File: src/rtl/uart_cmd_pkg.sv
// Shared constants, state type and hex decode for the UART line-command parser.
package uart_cmd_pkg;

    localparam logic [7:0] ASCII_CR   = 8'h0D;
    localparam logic [7:0] ASCII_LF   = 8'h0A;
    localparam logic [7:0] ASCII_L_UC = 8'h4C;
    localparam logic [7:0] ASCII_L_LC = 8'h6C;
    localparam logic [7:0] ASCII_C_UC = 8'h43;
    localparam logic [7:0] ASCII_C_LC = 8'h63;

    typedef enum logic [2:0] {
        ST_IDLE    = 3'd0,
        ST_GOT_L   = 3'd1,
        ST_GOT_ARG = 3'd2,
        ST_GOT_C   = 3'd3,
        ST_DISCARD = 3'd4
    } cmd_state_t;

    // Letters map via the low nibble: 'A'/'a' = x1 -> 1 + 9 = 10.
    function automatic logic [3:0] hex_nibble(input logic [7:0] b, output logic valid);
        logic [3:0] v;
        v     = 4'h0;
        valid = 1'b1;
        if (b >= 8'h30 && b <= 8'h39)
            v = b[3:0];
        else if ((b >= 8'h41 && b <= 8'h46) || (b >= 8'h61 && b <= 8'h66))
            v = b[3:0] + 4'd9;
        else
            valid = 1'b0;
        return v;
    endfunction

    function automatic logic is_term(input logic [7:0] b);
        return (b == ASCII_CR) || (b == ASCII_LF);
    endfunction

endpackage

File: src/rtl/uart_led_cmd_if.sv
// Received-byte stream from uart_rx into the command parser.
interface uart_led_cmd_if #(
    parameter int DATA_BITS = 8
);
    logic                 data_rdy_in;
    logic [DATA_BITS-1:0] rx_data_in;

    modport master (output data_rdy_in, output rx_data_in);
    modport slave  (input  data_rdy_in, input  rx_data_in);
endinterface

File: src/rtl/uart_led_cmd.sv
// Line-oriented command parser: "L<hex>" sets LEDs, "C" clears the error
// counter; malformed or timed-out lines pulse err_out.
module uart_led_cmd
    import uart_cmd_pkg::*;
#(
    parameter int DATA_BITS      = 8,
    parameter int TIMEOUT_CYCLES = 34_720,
    parameter int ERR_CNT_W      = 8
) (
    input  logic                 sysclk_in,
    input  logic                 nrst_in,
    uart_led_cmd_if.slave        rx,
    output logic [3:0]           led_out,
    output logic                 cmd_ok_out,
    output logic                 err_out,
    output logic [ERR_CNT_W-1:0] err_cnt_out
);

    localparam int TW = (TIMEOUT_CYCLES > 2) ? $clog2(TIMEOUT_CYCLES) : 1;

    cmd_state_t           r_state;
    logic                 r_rdy_d;
    logic [TW-1:0]        r_tmo_cnt;
    logic [3:0]           r_nib;
    logic [3:0]           r_led;
    logic                 r_ok;
    logic                 r_err;
    logic [ERR_CNT_W-1:0] r_err_cnt;

    cmd_state_t           w_state_nxt;
    logic [DATA_BITS-1:0] w_byte;
    logic                 w_acc;
    logic                 w_term;
    logic                 w_is_l;
    logic                 w_is_c;
    logic                 w_hex_ok;
    logic [3:0]           w_hex;
    logic                 w_tmo_hit;
    logic                 w_ok;
    logic                 w_err;
    logic                 w_led_ld;
    logic                 w_cnt_clr;
    logic                 w_nib_ld;

    assign w_byte = rx.rx_data_in;
    assign w_acc  = rx.data_rdy_in & ~r_rdy_d;
    assign w_term = is_term(w_byte[7:0]);
    assign w_is_l = (w_byte[7:0] == ASCII_L_UC) || (w_byte[7:0] == ASCII_L_LC);
    assign w_is_c = (w_byte[7:0] == ASCII_C_UC) || (w_byte[7:0] == ASCII_C_LC);

    always_comb begin
        w_hex_ok = 1'b0;
        w_hex    = hex_nibble(w_byte[7:0], w_hex_ok);
    end

    // Fires on the cycle the counter would reach TIMEOUT_CYCLES-1, so the
    // registered err_out lands exactly TIMEOUT_CYCLES cycles after the byte.
    assign w_tmo_hit = (r_tmo_cnt == TW'(TIMEOUT_CYCLES - 2));

    always_comb begin
        w_state_nxt = r_state;
        w_ok        = 1'b0;
        w_err       = 1'b0;
        w_led_ld    = 1'b0;
        w_cnt_clr   = 1'b0;
        w_nib_ld    = 1'b0;
        if (w_acc) begin
            case (r_state)
                ST_IDLE: begin
                    if (w_is_l)      w_state_nxt = ST_GOT_L;
                    else if (w_is_c) w_state_nxt = ST_GOT_C;
                    else if (w_term) w_state_nxt = ST_IDLE;
                    else             w_state_nxt = ST_DISCARD;
                end
                ST_GOT_L: begin
                    if (w_hex_ok) begin
                        w_state_nxt = ST_GOT_ARG;
                        w_nib_ld    = 1'b1;
                    end else if (w_term) begin
                        w_state_nxt = ST_IDLE;
                        w_err       = 1'b1;
                    end else begin
                        w_state_nxt = ST_DISCARD;
                    end
                end
                ST_GOT_ARG: begin
                    if (w_term) begin
                        w_state_nxt = ST_IDLE;
                        w_led_ld    = 1'b1;
                        w_ok        = 1'b1;
                    end else begin
                        w_state_nxt = ST_DISCARD;
                    end
                end
                ST_GOT_C: begin
                    if (w_term) begin
                        w_state_nxt = ST_IDLE;
                        w_cnt_clr   = 1'b1;
                        w_ok        = 1'b1;
                    end else begin
                        w_state_nxt = ST_DISCARD;
                    end
                end
                ST_DISCARD: begin
                    if (w_term) begin
                        w_state_nxt = ST_IDLE;
                        w_err       = 1'b1;
                    end
                end
                default: w_state_nxt = ST_IDLE;
            endcase
        end else if (r_state != ST_IDLE && w_tmo_hit) begin
            w_state_nxt = ST_IDLE;
            w_err       = 1'b1;
        end
    end

    always_ff @(posedge sysclk_in) begin
        if (!nrst_in) begin
            r_state   <= ST_IDLE;
            r_rdy_d   <= 1'b0;
            r_tmo_cnt <= '0;
            r_nib     <= 4'h0;
            r_led     <= 4'b1111;
            r_ok      <= 1'b0;
            r_err     <= 1'b0;
            r_err_cnt <= '0;
        end else begin
            r_state <= w_state_nxt;
            r_rdy_d <= rx.data_rdy_in;
            r_ok    <= w_ok;
            r_err   <= w_err;
            if (w_acc || r_state == ST_IDLE)
                r_tmo_cnt <= '0;
            else
                r_tmo_cnt <= r_tmo_cnt + 1'b1;
            if (w_nib_ld)
                r_nib <= w_hex;
            if (w_led_ld)
                r_led <= r_nib;
            if (w_cnt_clr)
                r_err_cnt <= '0;
            else if (w_err && !(&r_err_cnt))
                r_err_cnt <= r_err_cnt + 1'b1;
        end
    end

    assign led_out     = r_led;
    assign cmd_ok_out  = r_ok;
    assign err_out     = r_err;
    assign err_cnt_out = r_err_cnt;

endmodule

File: src/flat_wrapper.sv
// flat-port wrapper written by rule: the top's interface ports become plain ports
module uart_led_cmd_flat import uart_cmd_pkg::*;
#(
    parameter int DATA_BITS      = 8,
    parameter int TIMEOUT_CYCLES = 34_720,
    parameter int ERR_CNT_W      = 8
)
  (sysclk_in, nrst_in, led_out, cmd_ok_out, err_out, err_cnt_out, rx_data_rdy_in, rx_rx_data_in);
  uart_led_cmd_if #(.DATA_BITS(DATA_BITS)) rx_i ();
  input  logic sysclk_in;
  input  logic nrst_in;
  output logic [3:0] led_out;
  output logic cmd_ok_out;
  output logic err_out;
  output logic [ERR_CNT_W-1:0] err_cnt_out;
  input wire logic [$bits(rx_i.data_rdy_in)-1:0] rx_data_rdy_in;
  input wire logic [$bits(rx_i.rx_data_in)-1:0] rx_rx_data_in;
  assign rx_i.data_rdy_in = rx_data_rdy_in;
  assign rx_i.rx_data_in = rx_rx_data_in;
  uart_led_cmd #(.DATA_BITS(DATA_BITS), .TIMEOUT_CYCLES(TIMEOUT_CYCLES), .ERR_CNT_W(ERR_CNT_W)) u_core (.sysclk_in(sysclk_in), .nrst_in(nrst_in), .rx(rx_i), .led_out(led_out), .cmd_ok_out(cmd_ok_out), .err_out(err_out), .err_cnt_out(err_cnt_out));
endmodule
File: config.mk
export PLATFORM = sky130hd
export DESIGN_NAME = uart_led_cmd_flat
export DESIGN_NICKNAME = d
export VERILOG_FILES = /design/src/rtl/uart_cmd_pkg.sv /design/src/rtl/uart_led_cmd_if.sv /design/src/rtl/uart_led_cmd.sv /design/src/flat_wrapper.sv
export SDC_FILE = /design/constraint.sdc
export NUM_CORES = 1
export LEC_CHECK = 0
export ABC_AREA = 1
export CORE_MARGIN = 2
export CORE_UTILIZATION = 40
export CTS_BUF_LIST = sky130_fd_sc_hd__clkbuf_16
export DETAILED_ROUTE_END_ITERATION = 8
export HOLD_SLACK_MARGIN = 0.02
export PLACE_DENSITY = 0.62
export SLEW_MARGIN = 20
export SYNTH_ARGS = -nofsm -noshare
export SYNTH_HDL_FRONTEND = slang
export SYNTH_SLANG_ARGS = --single-unit
File: constraint.sdc
create_clock -name sysclk_in -period 2 [get_ports sysclk_in]
set_clock_uncertainty 0.1 [all_clocks]
set_input_delay 0.2 -clock sysclk_in [delete_from_list [all_inputs] [get_ports sysclk_in]]
set_output_delay 0.2 -clock sysclk_in [all_outputs]
set_load 0.03 [all_outputs]
Word-level counts from Yosys, hierarchy flattened --
Index checks and enable logic that the tools add are counted.
Operators by class: eq/ne operators 12, div/mod/pow operators 0, $lt $le $gt $ge 6, mux-type cells 24, add/sub/neg operators 3, multiply operators 0, bitwise operators 3, shift operators 0, reductions and logical operators 20
Operators with widths (number):
- == test 8 x 7 -> 1 bit, second input constant | 4
- two-way mux 3 bit | 7
- adder 16 x 1 -> 16 bit, second input constant | 1
- == test 16 bit, second input constant | 1
- == test 8 x 4 -> 1 bit, second input constant | 2
- >= comparator 8 x 7 -> 1 bit, second input constant | 2
- less-or-equal comparator 8 x 7 -> 1 bit, second input constant | 2
- two-way mux 1 bit | 13
- one-hot mux 3 bit (4 select lines) | 1
- adder 8 x 1 -> 8 bit, second input constant | 1
- >= comparator 8 x 6 -> 1 bit, second input constant | 1
- less-or-equal comparator 8 x 6 -> 1 bit, second input constant | 1
- two-way mux 4 bit | 2
- AND reduction 8 bit | 1
- == test 3 x 2 -> 1 bit, second input constant | 2
- OR reduction 2 bit | 3
- logical AND 1 bit | 5
- logical OR 1 bit | 5
- adder 4 bit, second input constant | 1
- == test 3 x 1 -> 1 bit, second input constant | 1
- == test 3 bit, second input constant | 1
- zero test 3 bit | 1
- inequality test 3 bit, second input constant | 1
- AND reduction 3 bit | 1
- 7 further kinds | 8
Storage, ports and cells: memories kept 0, logic and storage cells 76, ROM bits 0, flip-flop bits (word level) 38, latch bits 0, output and inout port bits 14, RAM bits 0, input port bits 11

Longest topological paths before layout --
Gate-level depths: netlist of run 1.
word-level depth 9, depth in mapped cells 11, gate-level depth less buffers 11

Least setup slack after synthesis of run 1 --
Ideal clock, no wire load.
path kind flip-flop to flip-flop, start point reg u_core.r_err_cnt[0] (netlist: u_core.err_cnt_out[0]), end point reg u_core.r_err_cnt[2] (netlist: u_core.err_cnt_out[2]), stages on the path, launching flop included 8, setup slack 0.336 ns, data required time 1.830 ns, arrival time 1.494 ns, buffers on the path 0, setup time 0.070 ns, period minus slack after synthesis 1.664 ns, cells stage by stage dfxtp_1 -> ha_1 -> nand4_1 -> nor2_1 -> nand2_2 -> nand2_4 -> nand2_1 -> a21oi_1
Between the ends: word-level cells in the longest chain between the ends 3, elaborated cells between the ends (all ways) 4, those cells by class add/sub (1); reduce/logical (3)
Ends and longest elaborated chain:
- from (decl) | line uart_led_cmd.sv:28 | logic [ERR_CNT_W-1:0] r_err_cnt;
- from (signal assigned) | line uart_led_cmd.sv:144 | r_err_cnt <= r_err_cnt + 1'b1;
- parallel branches: the longest is 3 deep, another holds adder 8 x 1 -> 8 bit
Several ways; the timed one is not identified. A chain may end at the register's enable or synchronous reset.

Worst setup path after layout of run 1 --
start point in rx_rx_data_in[1], end point reg u_core.r_err_cnt[7] (netlist: u_core.err_cnt_out[7])
Between the ends: word-level cells in the longest chain between the ends 9, elaborated cells between the ends (all ways) 23, those cells by class order compare (6); eq/ne (2); mux (8); reduce/logical (7)
Ends and longest elaborated chain:
- from (decl) | line flat_wrapper.sv:17 | input wire logic [$bits(rx_i.rx_data_in)-1:0] rx_rx_data_in;
- >= comparator 8 x 7 -> 1 bit or less-or-equal comparator 8 x 7 -> 1 bit (tied branches) | line uart_cmd_pkg.sv:26 | else if ((b >= 8'h41 && b <= 8'h46) || (b >= 8'h61 && b <= 8'h66))
- logical AND 1 bit | line uart_cmd_pkg.sv:26
- logical OR 1 bit | line uart_cmd_pkg.sv:26
- two-way mux 1 bit | line uart_cmd_pkg.sv:26
- two-way mux 1 bit | line uart_cmd_pkg.sv:24 | if (b >= 8'h30 && b <= 8'h39)
- two-way mux 1 bit | line uart_led_cmd.sv:76 | if (w_hex_ok) begin
- one-hot mux 1 bit (2 select lines) | line uart_led_cmd.sv:68 | case (r_state)
- two-way mux 1 bit | line uart_led_cmd.sv:67 | if (w_acc) begin
- logical AND 1 bit | line uart_led_cmd.sv:143 | else if (w_err && !(&r_err_cnt))
Several ways; a longest one is shown, not always the timed one.

==> results.py, run 1 <==
metrics = {
    "critical_path": {
        "path_cells": "clkdlybuf4s50_1 > inv_1 > ha_1 > nand2_1 > inv_1 > nor2_1 > nor2_4 > o211ai_4 > nand2_4 > nand2_4 > nand2_1 > a21oi_1",
        "crit_buf_inv": 3,
        "timing.rr.end": "u_core.r_tmo_cnt[14]",
        "r2r-start": "u_core.r_tmo_cnt[0]",
        "arrival_ps": 1850,
        "critPathMaxFanout": 9,
        "critPathKind": "in2reg",
        "start_kind": "primary input",
        "cp.required_ps": 2110,
        "rrSetupSlack_ps": 370,
        "end_kind": "flip-flop",
        "crit_family": "simple AND/OR/NAND/NOR gates",
        "cpPeakStageDelay_ps": 500,
        "crit_path_top_delay_cell": "clkdlybuf4s50_1",
        "r2r_cells": 9,
    },
    "detailed_routing": {
        "drc": 0,
        "num_vias": 1986,
        "dr.first_iter.drc_count": 98,
        "final_antenna_net_count": 0,
        "dr.pass1.iters": 6,
        "detail_route.vias_per_cell": 4.82,
        "finalWirelength_um": 4250,
        "wl_per_cell_um": 10.3,
    },
    "floorplanning": {
        "rows": 26,
        "floorplan.initialDensity_pct": 41.6,
        "fp.dieH_um": 76.9,
        "core_area_um2": 5110,
        "fp.dieArea_um2": 5910,
        "die_w_um": 76.9,
        "ioPinCount": 25,
    },
    "global_route": {
        "antenna_found_initial": 0,
        "grtUsageTotal_pct": 15.7,
        "grt_pass1_wl_um": 7650,
        "grt_max_degree": 11,
        "overflow": 0,
        "grt_pass1_vias": 1791,
    },
    "sta": {
        "finalSetupTns_ps": 0,
        "slew_viol_final": 0,
        "timing.fmax_ghz": 0.572,
        "setup_viol": 0,
        "fin_hold_ws_ps": 354,
        "hold_violations": 0,
        "grt_setup_unrepaired": "no",
        "max-slew-margin-rel_pct": 76.4,
        "tightest_slew_ps": 351,
        "min_period_ps": 1750,
        "fin_crit_sh_pct": 87.5,
    },
    "cts": {
        "tritoncts": "built",
        "clkSinkCount": 38,
        "post-cts-setup-buffers": 0,
        "cts_resized": 0,
        "cts_buffer_depth": 2,
        "clock_latency_ps": 280,
        "clk_pin_slew_ps": 50,
        "h-tree-depth": 2,
        "root_buffer": "clkbuf_16",
        "ctsHoldBuffers": 0,
        "numCtsBuffers": 5,
    },
    "pwr": {
        "leakagePower_nw": 1.10,
        "powerDensity_nw_per_um2": 601,
        "ir_drop_uv": 302,
        "power_mw": 1.60,
    },
    "synthesis": {
        "syn_area_um2": 2130,
        "synthTopCellsByArea": "dfxtp_1, nand2_1, nand3_1",
        "syn_avg_cell_area_um2": 7.04,
        "yosys_register_bits": 38,
        "yosysSeqAreaShare_pct": 35.8,
        "synth.distinct_cells": 29,
        "synthesis.nets": 320,
        "syn_inst": 302,
        "yosysTopAreaCellShare_pct": 35.8,
        "netlist.top_cell.by_area": "dfxtp_1",
        "yosys_warnings": 0,
    },
    "hold_path": {
        "whs_path_depth": 2,
        "worstHoldStart": "u_core.r_nib[3]",
        "min_to": "u_core.r_nib[3]",
        "hold_class": "reg2reg",
    },
    "placement": {
        "placedCellCount": 405,
        "routabilityCongestion": 0.899,
        "dp_hpwl_um": 3340,
        "portBuffers": 24,
    },
    "cells_and_area": {
        "layout-drive-gt1-share_pct": 10.5,
        "syn_to_final_growth_pct": 25.2,
        "layout.cells.non_filler": 412,
        "final_core_util_pct": 52.1,
        "final_cell_mix": "nand2_1, inv_1, dfxtp_1",
        "fin_nets": 360,
        "layout.cells.most_common": "nand2_1",
        "num_antenna_cells": 0,
    },
    "job": {
        "maxCapViolCount": 0,
    },
    "status": {
        "outcome": "complete, no violations",
    },
}
-- metrics by stage --
| stage | area (µm²) | setup WS (ps) |
|---|---|---|
| 2_1_floorplan | 2130 | 336 |
| 3_3_place_gp | 2530 | -6.54 |
| 3_5_place_dp | 2530 | -45.4 |
| 4_1_cts | 2660 | 240 |
| 5_1_grt | 2660 | 47.0 |
| 6_report | 2660 | 250 |
-- worst max-delay path by stage --
| stage | startpoint | cells past startpoint | to | slack [ps] |
|---|---|---|---|---|
| after floorplan | u_core.err_cnt_out[0] | 7 | u_core.err_cnt_out[2] | 340 |
| after global placement | rx_rx_data_in[1] | 12 | u_core.err_cnt_out[6] | -7 |
| after detailed placement | rx_rx_data_in[1] | 12 | u_core.err_cnt_out[2] | -50 |
| after CTS | rx_rx_data_in[1] | 12 | u_core.err_cnt_out[2] | 240 |
| after global routing | rx_rx_data_in[1] | 12 | u_core.err_cnt_out[7] | 50 |
| final | rx_rx_data_in[1] | 12 | u_core.err_cnt_out[7] | 250 |
-- Yosys cell counts --
master	instances
nor2_2	4
nor2_4	1
nand2_4	4
inv_1	47
nand2_2	1
o31ai_4	1
nand3_2	3
inv_2	1
clkbuf_1	1
nand3_1	36
nor3_1	8
dfxtp_1	38
o211ai_4	1
or2_0	1
nand3b_1	1
nor3_2	2
nand4_1	11
o31ai_1	1
or2_2	1
xnor2_1	4
o211ai_1	2
o22ai_1	1
o21ai_0	8
nor2_1	28
buf_2	2
a21oi_1	23
ha_1	7
xor2_1	6
nand2_1	58
-- worst min-delay path: cells and delay by family, from the launching register on --
family | cells | cell delay (ps)
buffers and inverters | 1 | 60
flip-flops | 1 | 290
AO/OA/AOI/OAI | 1 | 60
-- state kept, by name (all words and copies together) (netlist names) --
register	flops
u_core.r_tmo_cnt	16
u_core.err_cnt_out	8
u_core.led_out	4
u_core.r_nib	4
u_core.r_state	3
u_core.cmd_ok_out	1
u_core.err_out	1
u_core.r_rdy_d	1
-- report_power, final --
| group | total [mW] | switching [mW] | internal, mW |
|---|---|---|---|
| Sequential | 0.766 | 0.00382 | 0.762 |
| Combinational | 0.120 | 0.0679 | 0.0521 |
| Clock | 0.716 | 0.271 | 0.445 |
-- area by class of cell --
cell class / instances / area, µm²
Sequential cell: 38 / 761
Fill cell: 523 / 2440
Inverter: 48 / 180
Tap cell: 70 / 87.6
Clock buffer: 5 / 125
Timing Repair Buffer: 36 / 330
Clock inverter: 2 / 7.51
Multi-Input combinational cell: 213 / 1170
-- metal layers --
metal  vias to the layer above  wire [µm]  global-route usage (%)
met5                         -          0                       0
met4                         0        100                    7.27
met3                         9        123                    2.94
met2                        30       1990                    27.5
met1                       885       2040                    18.5
li1                       1062          -                       -
-- kinds of logic after synthesis --
family / share of synthesized area [%]
XOR/XNOR: 4.12
buffers and inverters: 9.12
AO/OA/AOI/OAI: 10.7
adder cells (fa/ha/maj): 4.12
AND/OR/NAND/NOR: 36.2
flip-flops: 35.8
No activity file was read; power rests on OpenSTA's default activity.
==> run 2, diff against run 1 <==
--- a/config.mk
+++ b/config.mk
@@ -11,7 +11,7 @@
 export CTS_BUF_LIST = sky130_fd_sc_hd__clkbuf_16
 export DETAILED_ROUTE_END_ITERATION = 8
 export HOLD_SLACK_MARGIN = 0.02
-export PLACE_DENSITY = 0.62
+export PLACE_DENSITY = 0.65
 export SLEW_MARGIN = 20
 export SYNTH_ARGS = -nofsm -noshare
 export SYNTH_HDL_FRONTEND = slang
==> constraint.sdc (replaced) <==
create_clock -name sysclk_in -period 1.6 [get_ports sysclk_in]
set_clock_uncertainty 0.1 [all_clocks]
set_input_delay 0.16 -clock sysclk_in [delete_from_list [all_inputs] [get_ports sysclk_in]]
set_output_delay 0.16 -clock sysclk_in [all_outputs]
set_load 0.03 [all_outputs]
==> run 2 against run 1 <==
Against the previous run: critical path type is now reg2out; design area increased by 9.7%; clock power rose by 52%; highest routed layer unchanged; first-iteration DRC count grew 19%; global-route usage hardly changed; sequential power increased by 25%; largest power group is now clock; sequential cell count is the same; total power increased by 38%; largest cell class unchanged; hold slack lost 10 ps; combinational power up 45%; worst setup slack got worse by 220 ps.
==> results.py, run 2 (synthesized netlist as in run 1, its figures left out) <==
metrics = {
    "global_route": {
        "grt_pass1_vias": 1870,
        "grt_pass1_wl_um": 7780,
        "grtUsageTotal_pct": 15.7,
        "overflow": 0,
        "grt_max_degree": 13,
        "antenna_found_initial": 0,
    },
    "cts": {
        "clk_pin_slew_ps": 50,
        "h-tree-depth": 2,
        "tritoncts": "built",
        "root_buffer": "clkbuf_16",
        "numCtsBuffers": 5,
        "ctsHoldBuffers": 0,
        "cts_buffer_depth": 2,
        "clkSinkCount": 38,
        "clock_latency_ps": 280,
    },
    "critical_path": {
        "crit_path_top_delay_cell": "clkdlybuf4s50_1",
        "r2r_cells": 7,
        "critPathMaxFanout": 5,
        "critPathKind": "reg2out",
        "cpPeakStageDelay_ps": 670,
        "path_cells": "clkdlybuf4s50_1",
        "timing.rr.end": "u_core.err_cnt_out[5]",
        "arrival_ps": 1310,
        "end_kind": "output port",
        "crit_family": "buffers and inverters",
        "crit_buf_inv": 1,
        "rrSetupSlack_ps": 50,
        "cp.required_ps": 1340,
        "r2r-start": "u_core.err_cnt_out[0]",
        "start_kind": "flip-flop",
    },
    "job": {
        "maxCapViolCount": 0,
    },
    "sta": {
        "finalSetupTns_ps": 0,
        "hold_violations": 0,
        "min_period_ps": 1570,
        "tightest_slew_ps": 319,
        "setup_viol": 0,
        "grt_setup_unrepaired": "yes",
        "timing.fmax_ghz": 0.637,
        "slew_viol_final": 0,
        "max-slew-margin-rel_pct": 78.6,
        "setup_slack_ps": 29.1,
        "fin_hold_ws_ps": 344,
        "fin_crit_sh_pct": 98.2,
    },
    "detailed_routing": {
        "dr.pass1.iters": 4,
        "detail_route.vias_per_cell": 4.83,
        "final_antenna_net_count": 0,
        "dr.first_iter.drc_count": 117,
        "wl_per_cell_um": 10.7,
        "drc": 0,
        "finalWirelength_um": 4640,
        "num_vias": 2100,
    },
    "placement": {
        "portBuffers": 24,
        "routabilityCongestion": 0.847,
        "dp_hpwl_um": 3520,
        "place_ws_ps": -458,
    },
    "floorplanning": {
        "floorplan.initialDensity_pct": 41.6,
        "rows": 26,
        "ioPinCount": 25,
        "fp.dieH_um": 76.9,
        "die_w_um": 76.9,
        "core_area_um2": 5110,
        "fp.dieArea_um2": 5910,
    },
    "cells_and_area": {
        "largest_register_ffs": 16,
        "syn_to_final_growth_pct": 37.4,
        "layout.cells.most_common": "nand2_1",
        "layout-drive-gt1-share_pct": 21.4,
        "fin_nets": 382,
        "final_cell_mix": "nand2_1, inv_1, nand3_1",
        "num_antenna_cells": 0,
        "final_core_util_pct": 57.2,
        "n_fill_cell": 505,
        "regMostFlops": "u_core.r_tmo_cnt",
    },
    "pwr": {
        "leakagePower_nw": 1.25,
        "powerDensity_nw_per_um2": 758,
        "power_mw": 2.22,
        "ir_drop_uv": 376,
    },
    "hold_path": {
        "worstHoldStart": "u_core.r_tmo_cnt[0]",
        "whs_path_depth": 1,
        "hold_class": "reg2reg",
        "min_to": "u_core.r_tmo_cnt[0]",
    },
    "status": {
        "outcome": "complete, no violations",
    },
}
run 2: cell types whose count changed in the layout (fill, tap and decap cells not counted), sizes merged:
cell,change
dlygate4sd2,+7
clkdlybuf4s50,-8
inv,-2
nand2,+2
buf,+20
clkinv,+2
dlymetal6s2s,+1
bufinv,+1
run 2: layout make-up:
type	instances	area [µm²]	share of cell area [%]
multi-input combinational	215	1240	42.4
sequential	38	772	26.4
timing repair buffer	56	478	16.4
inverter	48	180	6.17
clock buffer	5	125	4.28
tap	70	87.6	3.00
clock inverter	3	40.0	1.37
run 2: worst max path at each step:
stage                          startpoint                     to  slack [ps]  cells past startpoint
global route          u_core.r_tmo_cnt[1]   u_core.r_tmo_cnt[14]         -60                      9
finish              u_core.err_cnt_out[0]         err_cnt_out[0]          30                      1
global placement         rx_rx_data_in[0]  u_core.err_cnt_out[1]        -380                     10
detailed placement       rx_rx_data_in[0]  u_core.err_cnt_out[5]        -460                     10
CTS                   u_core.r_tmo_cnt[0]   u_core.r_tmo_cnt[14]          10                      8
floorplan           u_core.err_cnt_out[3]  u_core.err_cnt_out[2]          10                      8
run 2: report_power, final:
group | total (mW) | switching (mW) | internal, mW
combinational | 0.174 | 0.0924 | 0.0813
sequential | 0.954 | 0.00546 | 0.949
clock | 1.09 | 0.359 | 0.728
run 2: through the flow:
stage               instance area (µm²)  std cells
floorplan                          2130        302
global placement                   2660        422
detailed placement                 2660        422
CTS                                2830        431
global route                       2920        435
finish                             2920        435
run 2: timing repair:
action,in CTS,in global routing
gates cloned,0,2
gates resized for setup,10,23
setup buffers,1,2
setup endpoints to repair,24,20
pin swaps,2,11
run 2: metal layers:
layer  vias to the layer above  wire (µm)  GRT usage (%)
li1                       1112          -              -
met1                       936       2200           19.4
met2                        48       2240           27.4
met3                         4        148           2.82
met4                         0         53           5.27
met5                         -          0              0
